## src/rtl/usb_tx_pkg.sv

```systemverilog
// USB low/full-speed transmit encoder shared types.
// Holds FSM states, SYNC byte, line encodings and the bit-stuff limit.
package usb_tx_pkg;

    typedef enum logic [2:0] {
        ST_IDLE,
        ST_SEND,
        ST_STUFF,
        ST_EOP_SE0,
        ST_EOP_J
    } tx_state_e;

    localparam logic [7:0] SYNC_BYTE = 8'h80;

    // {dplus, dminus}
    localparam logic [1:0] LINE_J   = 2'b10;
    localparam logic [1:0] LINE_K   = 2'b01;
    localparam logic [1:0] LINE_SE0 = 2'b00;

    localparam int unsigned STUFF_LIMIT = 6;

    // NRZI level: 1 = J, 0 = K
    function automatic logic [1:0] nrzi_line(input logic lvl);
        return lvl ? LINE_J : LINE_K;
    endfunction

endpackage

```

## src/rtl/tx_bit_timer.sv

```systemverilog
// Bit-period timer: one-cycle bit_strobe_o every CLKS_PER_BIT clocks.
// Ports: clk, n_rst, run_i (low holds counter at zero), bit_strobe_o.
module tx_bit_timer #(
    parameter int unsigned CLKS_PER_BIT = 8
) (
    input  logic clk,
    input  logic n_rst,
    input  logic run_i,
    output logic bit_strobe_o
);

    localparam int unsigned CW = $clog2(CLKS_PER_BIT);
    localparam logic [CW-1:0] LAST = CW'(CLKS_PER_BIT - 1);

    logic [CW-1:0] cnt_q;
    logic [CW-1:0] cnt_d;

    always_comb begin
        cnt_d = cnt_q;
        if (!run_i) begin
            cnt_d = '0;
        end else if (cnt_q == LAST) begin
            cnt_d = '0;
        end else begin
            cnt_d = cnt_q + CW'(1);
        end
    end

    always_ff @(posedge clk or negedge n_rst) begin
        if (!n_rst) begin
            cnt_q <= '0;
        end else begin
            cnt_q <= cnt_d;
        end
    end

    assign bit_strobe_o = run_i && (cnt_q == LAST);

endmodule

```

## src/rtl/tx_encoder.sv

```systemverilog
// USB NRZI transmit encoder with bit stuffing, EOP and underrun abort.
// Ports: clk, n_rst, tx_data/tx_valid/tx_last/tx_ready byte handshake,
//        dplus_out/dminus_out line drive, tx_busy, tx_done, tx_error.
// Option: define TX_AUTO_SYNC_EN to prepend SYNC (8'h80) to every packet.
module tx_encoder
    import usb_tx_pkg::*;
#(
    parameter int unsigned CLKS_PER_BIT = 8
) (
    input  logic       clk,
    input  logic       n_rst,
    input  logic [7:0] tx_data,
    input  logic       tx_valid,
    input  logic       tx_last,
    output logic       tx_ready,
    output logic       dplus_out,
    output logic       dminus_out,
    output logic       tx_busy,
    output logic       tx_done,
    output logic       tx_error
);

    tx_state_e   state_q, state_d;
    logic [7:0]  shift_q, shift_d;
    logic [2:0]  bit_cnt_q, bit_cnt_d;
    logic [2:0]  ones_q, ones_d;
    logic        lvl_q, lvl_d;
    logic        last_q, last_d;
    logic        bnd_q, bnd_d;
    logic        eop_q, eop_d;
    logic        abort_q, abort_d;
    logic [7:0]  hold_q, hold_d;
    logic        hold_last_q, hold_last_d;
    logic        hold_full_q, hold_full_d;
    logic [1:0]  line_q, line_d;
    logic        done_q, done_d;
    logic        error_q, error_d;

    logic        strobe;
    logic        accept;
    logic        do_bnd;
    logic        cur_bit;
    logic        bit_lvl;
    logic [2:0]  ones_inc;

    tx_bit_timer #(
        .CLKS_PER_BIT(CLKS_PER_BIT)
    ) u_timer (
        .clk          (clk),
        .n_rst        (n_rst),
        .run_i        (state_q != ST_IDLE),
        .bit_strobe_o (strobe)
    );

    always_comb begin
        tx_ready = 1'b0;
        case (state_q)
            ST_IDLE:  tx_ready = 1'b1;
            ST_SEND,
            ST_STUFF: tx_ready = !hold_full_q && !last_q;
            default:  tx_ready = 1'b0;
        endcase
    end

    assign accept   = tx_valid && tx_ready;
    assign cur_bit  = shift_q[0];
    assign bit_lvl  = cur_bit ? lvl_q : ~lvl_q;
    assign ones_inc = ones_q + 3'd1;

    always_comb begin
        state_d     = state_q;
        shift_d     = shift_q;
        bit_cnt_d   = bit_cnt_q;
        ones_d      = ones_q;
        lvl_d       = lvl_q;
        last_d      = last_q;
        bnd_d       = bnd_q;
        eop_d       = eop_q;
        abort_d     = abort_q;
        hold_d      = hold_q;
        hold_last_d = hold_last_q;
        hold_full_d = hold_full_q;
        line_d      = LINE_J;
        done_d      = 1'b0;
        error_d     = 1'b0;
        do_bnd      = 1'b0;

        case (state_q)
            ST_IDLE: begin
                if (accept) begin
                    state_d   = ST_SEND;
                    lvl_d     = 1'b1;
                    ones_d    = '0;
                    bit_cnt_d = '0;
                    bnd_d     = 1'b0;
                    eop_d     = 1'b0;
                    abort_d   = 1'b0;
`ifdef TX_AUTO_SYNC_EN
                    shift_d     = SYNC_BYTE;
                    last_d      = 1'b0;
                    hold_d      = tx_data;
                    hold_last_d = tx_last;
                    hold_full_d = 1'b1;
`else
                    shift_d = tx_data;
                    last_d  = tx_last;
`endif
                end
            end
            ST_SEND: begin
                line_d = nrzi_line(bit_lvl);
                if (strobe) begin
                    lvl_d     = bit_lvl;
                    ones_d    = cur_bit ? ones_inc : 3'd0;
                    shift_d   = {1'b0, shift_q[7:1]};
                    bit_cnt_d = bit_cnt_q + 3'd1;
                    // stuff bit goes out before any byte-boundary action
                    if (cur_bit && ones_inc == 3'(STUFF_LIMIT)) begin
                        state_d = ST_STUFF;
                        bnd_d   = (bit_cnt_q == 3'd7);
                    end else if (bit_cnt_q == 3'd7) begin
                        do_bnd = 1'b1;
                    end
                end
            end
            ST_STUFF: begin
                line_d = nrzi_line(~lvl_q);
                if (strobe) begin
                    lvl_d  = ~lvl_q;
                    ones_d = '0;
                    bnd_d  = 1'b0;
                    if (bnd_q) begin
                        do_bnd = 1'b1;
                    end else begin
                        state_d = ST_SEND;
                    end
                end
            end
            ST_EOP_SE0: begin
                line_d = LINE_SE0;
                if (strobe) begin
                    if (eop_q) begin
                        state_d = ST_EOP_J;
                        eop_d   = 1'b0;
                    end else begin
                        eop_d = 1'b1;
                    end
                end
            end
            ST_EOP_J: begin
                line_d = LINE_J;
                if (strobe) begin
                    state_d     = ST_IDLE;
                    done_d      = !abort_q;
                    abort_d     = 1'b0;
                    last_d      = 1'b0;
                    hold_full_d = 1'b0;
                    ones_d      = '0;
                    lvl_d       = 1'b1;
                end
            end
            default: begin
                state_d = ST_IDLE;
            end
        endcase

        if (do_bnd) begin
            if (last_q) begin
                state_d = ST_EOP_SE0;
            end else if (hold_full_q) begin
                shift_d     = hold_q;
                last_d      = hold_last_q;
                hold_full_d = 1'b0;
                state_d     = ST_SEND;
            end else if (accept) begin
                // byte arriving on the boundary edge bypasses the holder
                shift_d = tx_data;
                last_d  = tx_last;
                state_d = ST_SEND;
            end else begin
                state_d = ST_EOP_SE0;
                error_d = 1'b1;
                abort_d = 1'b1;
            end
        end else if (accept && state_q != ST_IDLE) begin
            hold_d      = tx_data;
            hold_last_d = tx_last;
            hold_full_d = 1'b1;
        end
    end

    always_ff @(posedge clk or negedge n_rst) begin
        if (!n_rst) begin
            state_q     <= ST_IDLE;
            shift_q     <= '0;
            bit_cnt_q   <= '0;
            ones_q      <= '0;
            lvl_q       <= 1'b1;
            last_q      <= 1'b0;
            bnd_q       <= 1'b0;
            eop_q       <= 1'b0;
            abort_q     <= 1'b0;
            hold_q      <= '0;
            hold_last_q <= 1'b0;
            hold_full_q <= 1'b0;
            line_q      <= LINE_J;
            done_q      <= 1'b0;
            error_q     <= 1'b0;
        end else begin
            state_q     <= state_d;
            shift_q     <= shift_d;
            bit_cnt_q   <= bit_cnt_d;
            ones_q      <= ones_d;
            lvl_q       <= lvl_d;
            last_q      <= last_d;
            bnd_q       <= bnd_d;
            eop_q       <= eop_d;
            abort_q     <= abort_d;
            hold_q      <= hold_d;
            hold_last_q <= hold_last_d;
            hold_full_q <= hold_full_d;
            line_q      <= line_d;
            done_q      <= done_d;
            error_q     <= error_d;
        end
    end

    assign dplus_out  = line_q[1];
    assign dminus_out = line_q[0];
    assign tx_busy    = (state_q != ST_IDLE);
    assign tx_done    = done_q;
    assign tx_error   = error_q;

endmodule

```

## config.mk

```make
export PLATFORM = sky130hd
export DESIGN_NAME = tx_encoder
export DESIGN_NICKNAME = d
export VERILOG_FILES = /design/src/rtl/usb_tx_pkg.sv /design/src/rtl/tx_bit_timer.sv /design/src/rtl/tx_encoder.sv
export SDC_FILE = /design/constraint.sdc
export NUM_CORES = 1
export LEC_CHECK = 0
export BUFFER_PORTS_ARGS = -buffer_cell sky130_fd_sc_hd__buf_4
export CAP_MARGIN = 5
export CORE_UTILIZATION = 40
export DETAILED_ROUTE_END_ITERATION = 16
export GPL_ROUTABILITY_DRIVEN = 0
export SLEW_MARGIN = 0
export SYNTH_ARGS = -nofsm -noshare
export SYNTH_HDL_FRONTEND = slang
export SYNTH_HIERARCHICAL = 1
export SYNTH_SLANG_ARGS = --single-unit
```

## constraint.sdc

```tcl
create_clock -name clk -period 4.4 [get_ports clk]
set_input_delay 0.66 -clock clk [delete_from_list [all_inputs] [get_ports clk]]
set_output_delay 0.66 -clock clk [all_outputs]
set_load 0.005 [all_outputs]
```

Word-level counts from Yosys, hierarchy flattened. Cells that the tools add are included.

Bits in registers: 39. Output and inout bits: 6. Logic and storage cells: 145.

Add/subtract/negate cells: 3. Equal/unequal tests: 22. Muxes and demuxes: 78. Bitwise gates (word level): 2. Reduce and logical (&&, ||, !) cells: 24.

Operators with widths (number): $mux 8 (6); $mux 3 (15); $mux 1 (40); $ne 3x3->1 const B (8); $pmux 8 s2 (1); $pmux 3 s5 (1); $eq 3x3->1 const B (4); $ne 2x2->1 const B (6); $mux 2 (5); $pmux 1 s2 (5); $reduce_and 5->1 (2); $add 3x1->3 const B (3); $pmux 3 s3 (1); $reduce_bool 3->1 (3); $reduce_and 8->1 (1); $eq 3x2->1 const B (2); $pmux 2 s3 (1); $pmux 3 s2 (1); $reduce_and 3->1 (2); $logic_and 1x1->1 (5); $pmux 1 s4 (1); $reduce_and 4->1 (1); $reduce_bool 2->1 (2); $reduce_bool 4->1 (1); other kinds (8) (12).

Depth between registers and ports, before layout.
Depth after elaboration: 10. Depth in mapped cells: 10.

Hierarchy. The synthesis kept the hierarchy.

Modules (own cells, without submodules): tx_encoder (instances 1, cells each 186, area each 1920.6 sq um); tx_bit_timer (instances 1, cells each 9, area each 135.1 sq um).

Least setup slack after synthesis. Ideal clock, no wire load.

Path type: reg2reg. Start point: register state_q[1]. End point: register hold_last_q. Library setup time: 0.125 ns. Arrival: 2.430 ns. Required time: 4.275 ns. Path slack: 1.845 ns. Cell stages (with the launch flop): 10. Period minus slack after synthesis: 2.555 ns. Cells stage by stage: dfrtp_1 clkbuf_1 nor2_1 nand2_1 and2_2 clkbuf_1 nand2_1 a211oi_2 nor4_4 mux2_2.

Longest elaborated chain between the ends: 6. Elaborated cells on any way between the ends: 14. Those cells by class: eq/ne: 2; mux: 4; bitwise: 1; reduce/logical: 7.

Ends and longest elaborated chain: from (decl) (line tx_encoder.sv:23) `tx_state_e state_q, state_d;`; from (signal assigned) (line tx_encoder.sv:210) `state_q <= state_d;`; $reduce_bool 3->1 *; named net tx_busy (line tx_encoder.sv:18) `output logic tx_busy,`; $logic_and 1x1->1 * (line tx_bit_timer.sv:37) `assign bit_strobe_o = run_i && (cnt_q == LAST);`; named net strobe (line tx_encoder.sv:39) `logic strobe;`; $mux 1, on equally long branches (line tx_encoder.sv:128, tx_encoder.sv:112); $pmux 1 s2 * (line tx_encoder.sv:88) `case (state_q)`; $not 1->1 (no line) *; $reduce_and 2->1 (no line) *; to (signal assigned) (line tx_encoder.sv:220) `hold_last_q <= hold_last_d;`; to (decl) (line tx_encoder.sv:33) `logic hold_last_q, hold_last_d;`.

The timed path passes the listed nets; every way through them passes the cells marked *. A chain may end at the register's enable or synchronous reset.

Worst setup path after layout.
Start point: register state_q[1]. End point: register hold_last_q.

Longest elaborated chain between the ends: 6. Elaborated cells on any way between the ends: 14. Those cells by class: eq/ne: 2; mux: 4; bitwise: 1; reduce/logical: 7.

Ends and longest elaborated chain: $reduce_bool 3->1 * (line tx_encoder.sv:51) `.run_i (state_q != ST_IDLE),`; $logic_and 1x1->1 * (line tx_bit_timer.sv:37); named net strobe (line tx_encoder.sv:39); $mux 1, on equally long branches (line tx_encoder.sv:128, tx_encoder.sv:112); $pmux 1 s2 * (line tx_encoder.sv:88); $not 1->1 (no line) *; $reduce_and 2->1 (no line) *.

Marked as above.

==> results.yml <==
outcome:
  result_of_the_run: "completed"
clocking:
  master_cell_of_the_clock_root_buffer: "sky130_fd_sc_hd__clkbuf_8"
  htree_num_levels: 2
  cts_tree: "yes"
  cts_made_buffers: 5
  postCtsSetupBuffers: 0
  cts_buffer_depth: 2
  count_of_instances_resized_after_the_clock_tree_is_built: 0
  cts_hold_buf: 0
  clk_pin_slew_worst_paths_ns: 0.08
  clkSinkCount: 39
  clock_insertion_delay_worst_skew_ns: 0.29
setup_path:
  cp-start-kind: "flip-flop"
  cp_data_required_time_ns: 4.58
  worst_setup_path_end_kind: "flip-flop"
  crit_path_cell_trace: "nor2_1 > nand2_1 > and2_2 > nand2_1 > a211oi_2 > nor4_4 > mux2_2"
  cp_bufs_invs: 0
  cpLargestDelayFamily: "simple AND/OR/NAND/NOR gates"
  cell_repeated_most_along_the_worst_path: "sky130_fd_sc_hd__nand2_1"
  cp_slowest_cell: "sky130_fd_sc_hd__nor4_4"
  setup.worst_path.class: "flip-flop to flip-flop"
  timing.critical_path.fanout_max: 22
  crit_arrival_ns: 3.10
  delay_of_the_slowest_cell_on_the_worst_path_ns: 0.71
die:
  ioPinCount: 18
  dieWidth_um: 73.7
  initial_utilization_pct: 42.4
  standard_cell_rows: 25
  die_h_um: 73.7
  die_area_mm2: 0.00543
  placeableCoreArea_mm2: 0.00485
routing:
  firstDrtPassIters: 4
  totalWireLength_um: 4490
  routed-via-count: 1643
  route.detailed.wl_per_inst_um: 16.3
  post-route-drc-count: 0
  drtAntennaViolNets: 0
  detail_route.vias_per_cell: 5.95
  drt_iter0_drc: 180
final_layout:
  area_growth_syn_to_layout_pct: 13.1
  drive_gt1_share_pct: 22.0
  post_layout_nonfiller_instances: 276
  layout.cells.most_common: "sky130_fd_sc_hd__dfrtp_1"
  layout.area.seq_um2: 978
  layout.cells.most_common_list: "sky130_fd_sc_hd__dfrtp_1 (37), sky130_fd_sc_hd__buf_4 (17), sky130_fd_sc_hd__nand2_1 (15), sky130_fd_sc_hd__a21oi_1 (11), sky130_fd_sc_hd__a22oi_1 (11)"
  diode_count: 0
  multi_input_area_mm2: 0.00101
  net_total_in_the_final_layout: 227
  layout.filler_cells: 426
  finish.utilization_pct: 48.0
placement:
  pre_cts_slack_ns: 1.51
  placed_cells_incl_taps: 269
  hpwl_um: 3150
  port-buffer-count: 17
sta:
  report.final.hold_viol_count: 0
  unrepaired_setup_endpoints_after_global_routing: "false"
  max_freq_mhz: 343
  timing_max_transition_violations_final: 0
  final_period_minus_worst_setup_slack_ns: 2.92
  worstMarginPinSlew_ns: 1.15
  relSlewSlack_pct: 22.9
  fin_tns_setup_ns: 0
  finalWorstSetupSlack_ns: 1.48
  setup_viol: 0
  min_period_over_period_pct: 66.3
  clock-skew-final_ns: 0.00246
synth:
  synth.top_cells.by_area: "sky130_fd_sc_hd__dfrtp_1 (45%), sky130_fd_sc_hd__mux2_2 (5.5%), sky130_fd_sc_hd__a22oi_1 (4.0%), sky130_fd_sc_hd__ha_1 (3.7%), sky130_fd_sc_hd__a222oi_1 (3.4%)"
  synthDistinctLibCells: 51
  synth-seq-cells: 39
  synth_sequential_area_ratio_pct: 47.6
  synth_top_flop_cell: "sky130_fd_sc_hd__dfrtp_1"
  synth.avg_cell_area_um2: 10.5
  synthesis.area_mm2: 0.00206
  ys.warnings.count: 6
  mapped_cells: 195
  synth_enable_flop_cells: 0
  syn-num-nets: 213
  synthArstFlopShare_pct: 100
  netlist.top_cell.by_area: "sky130_fd_sc_hd__dfrtp_1"
  synth_top_area_share_pct: 45.0
global_route:
  grt_antenna_before_repair: 0
  grt_start_max_net_pins: 40
  grt_pass1_vias: 1647
  remaining_overflow_grt: 0
  groute.usage.overall_pct: 19.3
  grt_pass1_wl_um: 7730
power:
  total_power_w: 0.00146
  ir_drop_mv: 0.255
  leakagePower_nw: 1.01
  power_density_mw_per_mm2: 626
job:
  cap_viol_max_count: 0
hold_path:
  worstHoldPathType: "primary input to async pin"
==> metal layers <==
metal / global-route usage, % / vias to the layer above / routed length (um)
met5: 0 / - / 0
met4: 8.55 / 0 / 80
met3: 5.76 / 8 / 199
met2: 32.0 / 52 / 2180
met1: 23.1 / 808 / 2030
li1: - / 775 / -
==> worst paths after layout <==
kind,startpoint,endpoint,cells past startpoint,slack [ns]
worst min-delay path,n_rst,ones_q[2]$_DFFE_PN0P_,1,0.31
min in group clk,abort_q$_DFF_PN0_,tx_done$_DFF_PN0_,1,0.43
worst max register to register,state_q[1]$_DFFE_PN0P_,hold_last_q$_DFFE_PN0P_,7,1.48
worst max-delay path,state_q[1]$_DFFE_PN0P_,hold_last_q$_DFFE_PN0P_,7,1.48
max in group asynchronous,n_rst,state_q[0]$_DFFE_PN0P_,1,3.72
worst min register to register,abort_q$_DFF_PN0_,tx_done$_DFF_PN0_,1,0.43
==> cell usage after synthesis, types with 2 or more instances <==
cell type	number
sky130_fd_sc_hd__a21oi_1	11
sky130_fd_sc_hd__a222oi_1	7
sky130_fd_sc_hd__a22o_1	3
sky130_fd_sc_hd__a22oi_1	11
sky130_fd_sc_hd__and2_2	3
sky130_fd_sc_hd__buf_2	2
sky130_fd_sc_hd__clkbuf_1	7
sky130_fd_sc_hd__dfrtp_1	37
sky130_fd_sc_hd__dfstp_2	2
sky130_fd_sc_hd__ha_1	6
sky130_fd_sc_hd__inv_1	6
sky130_fd_sc_hd__mux2_2	10
sky130_fd_sc_hd__mux2i_1	3
sky130_fd_sc_hd__nand2_1	15
sky130_fd_sc_hd__nand2b_1	3
sky130_fd_sc_hd__nand3_1	4
sky130_fd_sc_hd__nor2_1	10
sky130_fd_sc_hd__nor2b_1	4
sky130_fd_sc_hd__nor3_1	4
sky130_fd_sc_hd__o21ai_0	7
sky130_fd_sc_hd__o22ai_1	9
sky130_fd_sc_hd__xor2_1	2
==> worst register-to-register path, delay by kind of cell, from the launching register on <==
kind | cells | cell delay (ns)
compound gates | 1 | 0.10
flops | 1 | 0.60
mux | 1 | 0.41
simple gates | 5 | 1.71
==> stage by stage <==
stage | cell area, um2 | hold slack (ns)
after floorplan | 2060 | 0.364
after global routing | 2330 | 0.360
after global placement | 2220 | 0.414
after CTS | 2330 | 0.341
after detailed placement | 2220 | 0.422
final | 2330 | 0.315
==> sequential cells by signal (all words and copies together), names as in the netlist <==
register       count
bit_cnt_q          3
eop_q              1
bnd_q              1
last_q             1
lvl_q              1
u_timer/cnt_q      3
tx_done            1
abort_q            1
hold_q             8
tx_error           1
state_q            3
hold_full_q        1
shift_q            8
ones_q             3
line_q             2
hold_last_q        1
==> cell type report <==
cell class                      instances  area share, %
Clock inverter                          1           1.29
Timing Repair Buffer                   17           5.49
Tap cell                               67           3.60
Sequential cell                        39           42.1
Inverter                                6          0.968
Clock buffer                            6           3.12
Multi-Input combinational cell        140           43.5
==> where the power goes <==
| part | total, W | switching (W) | internal (W) |
|---|---|---|---|
| logic | 0.000530 | 0.000265 | 0.000266 |
| clock network | 0.000292 | 0.000126 | 0.000166 |
| registers | 0.000633 | 0.000145 | 0.000488 |
| total | 0.00146 | 0.000536 | 0.000920 |
==> kinds of logic after synthesis <==
| group | count (synthesis) | synth area share (%) |
|---|---|---|
| AOI/OAI and AO/OA | 63 | 22.4 |
| xor gates and xnor gates | 3 | 1.28 |
| adders and majority gates | 7 | 4.14 |
| buffers and inverters | 16 | 3.23 |
| DFF | 39 | 47.6 |
| muxes | 13 | 6.94 |
| and+or+nand+nor | 54 | 14.4 |
Note: power is estimated with default switching activity, not from simulation.
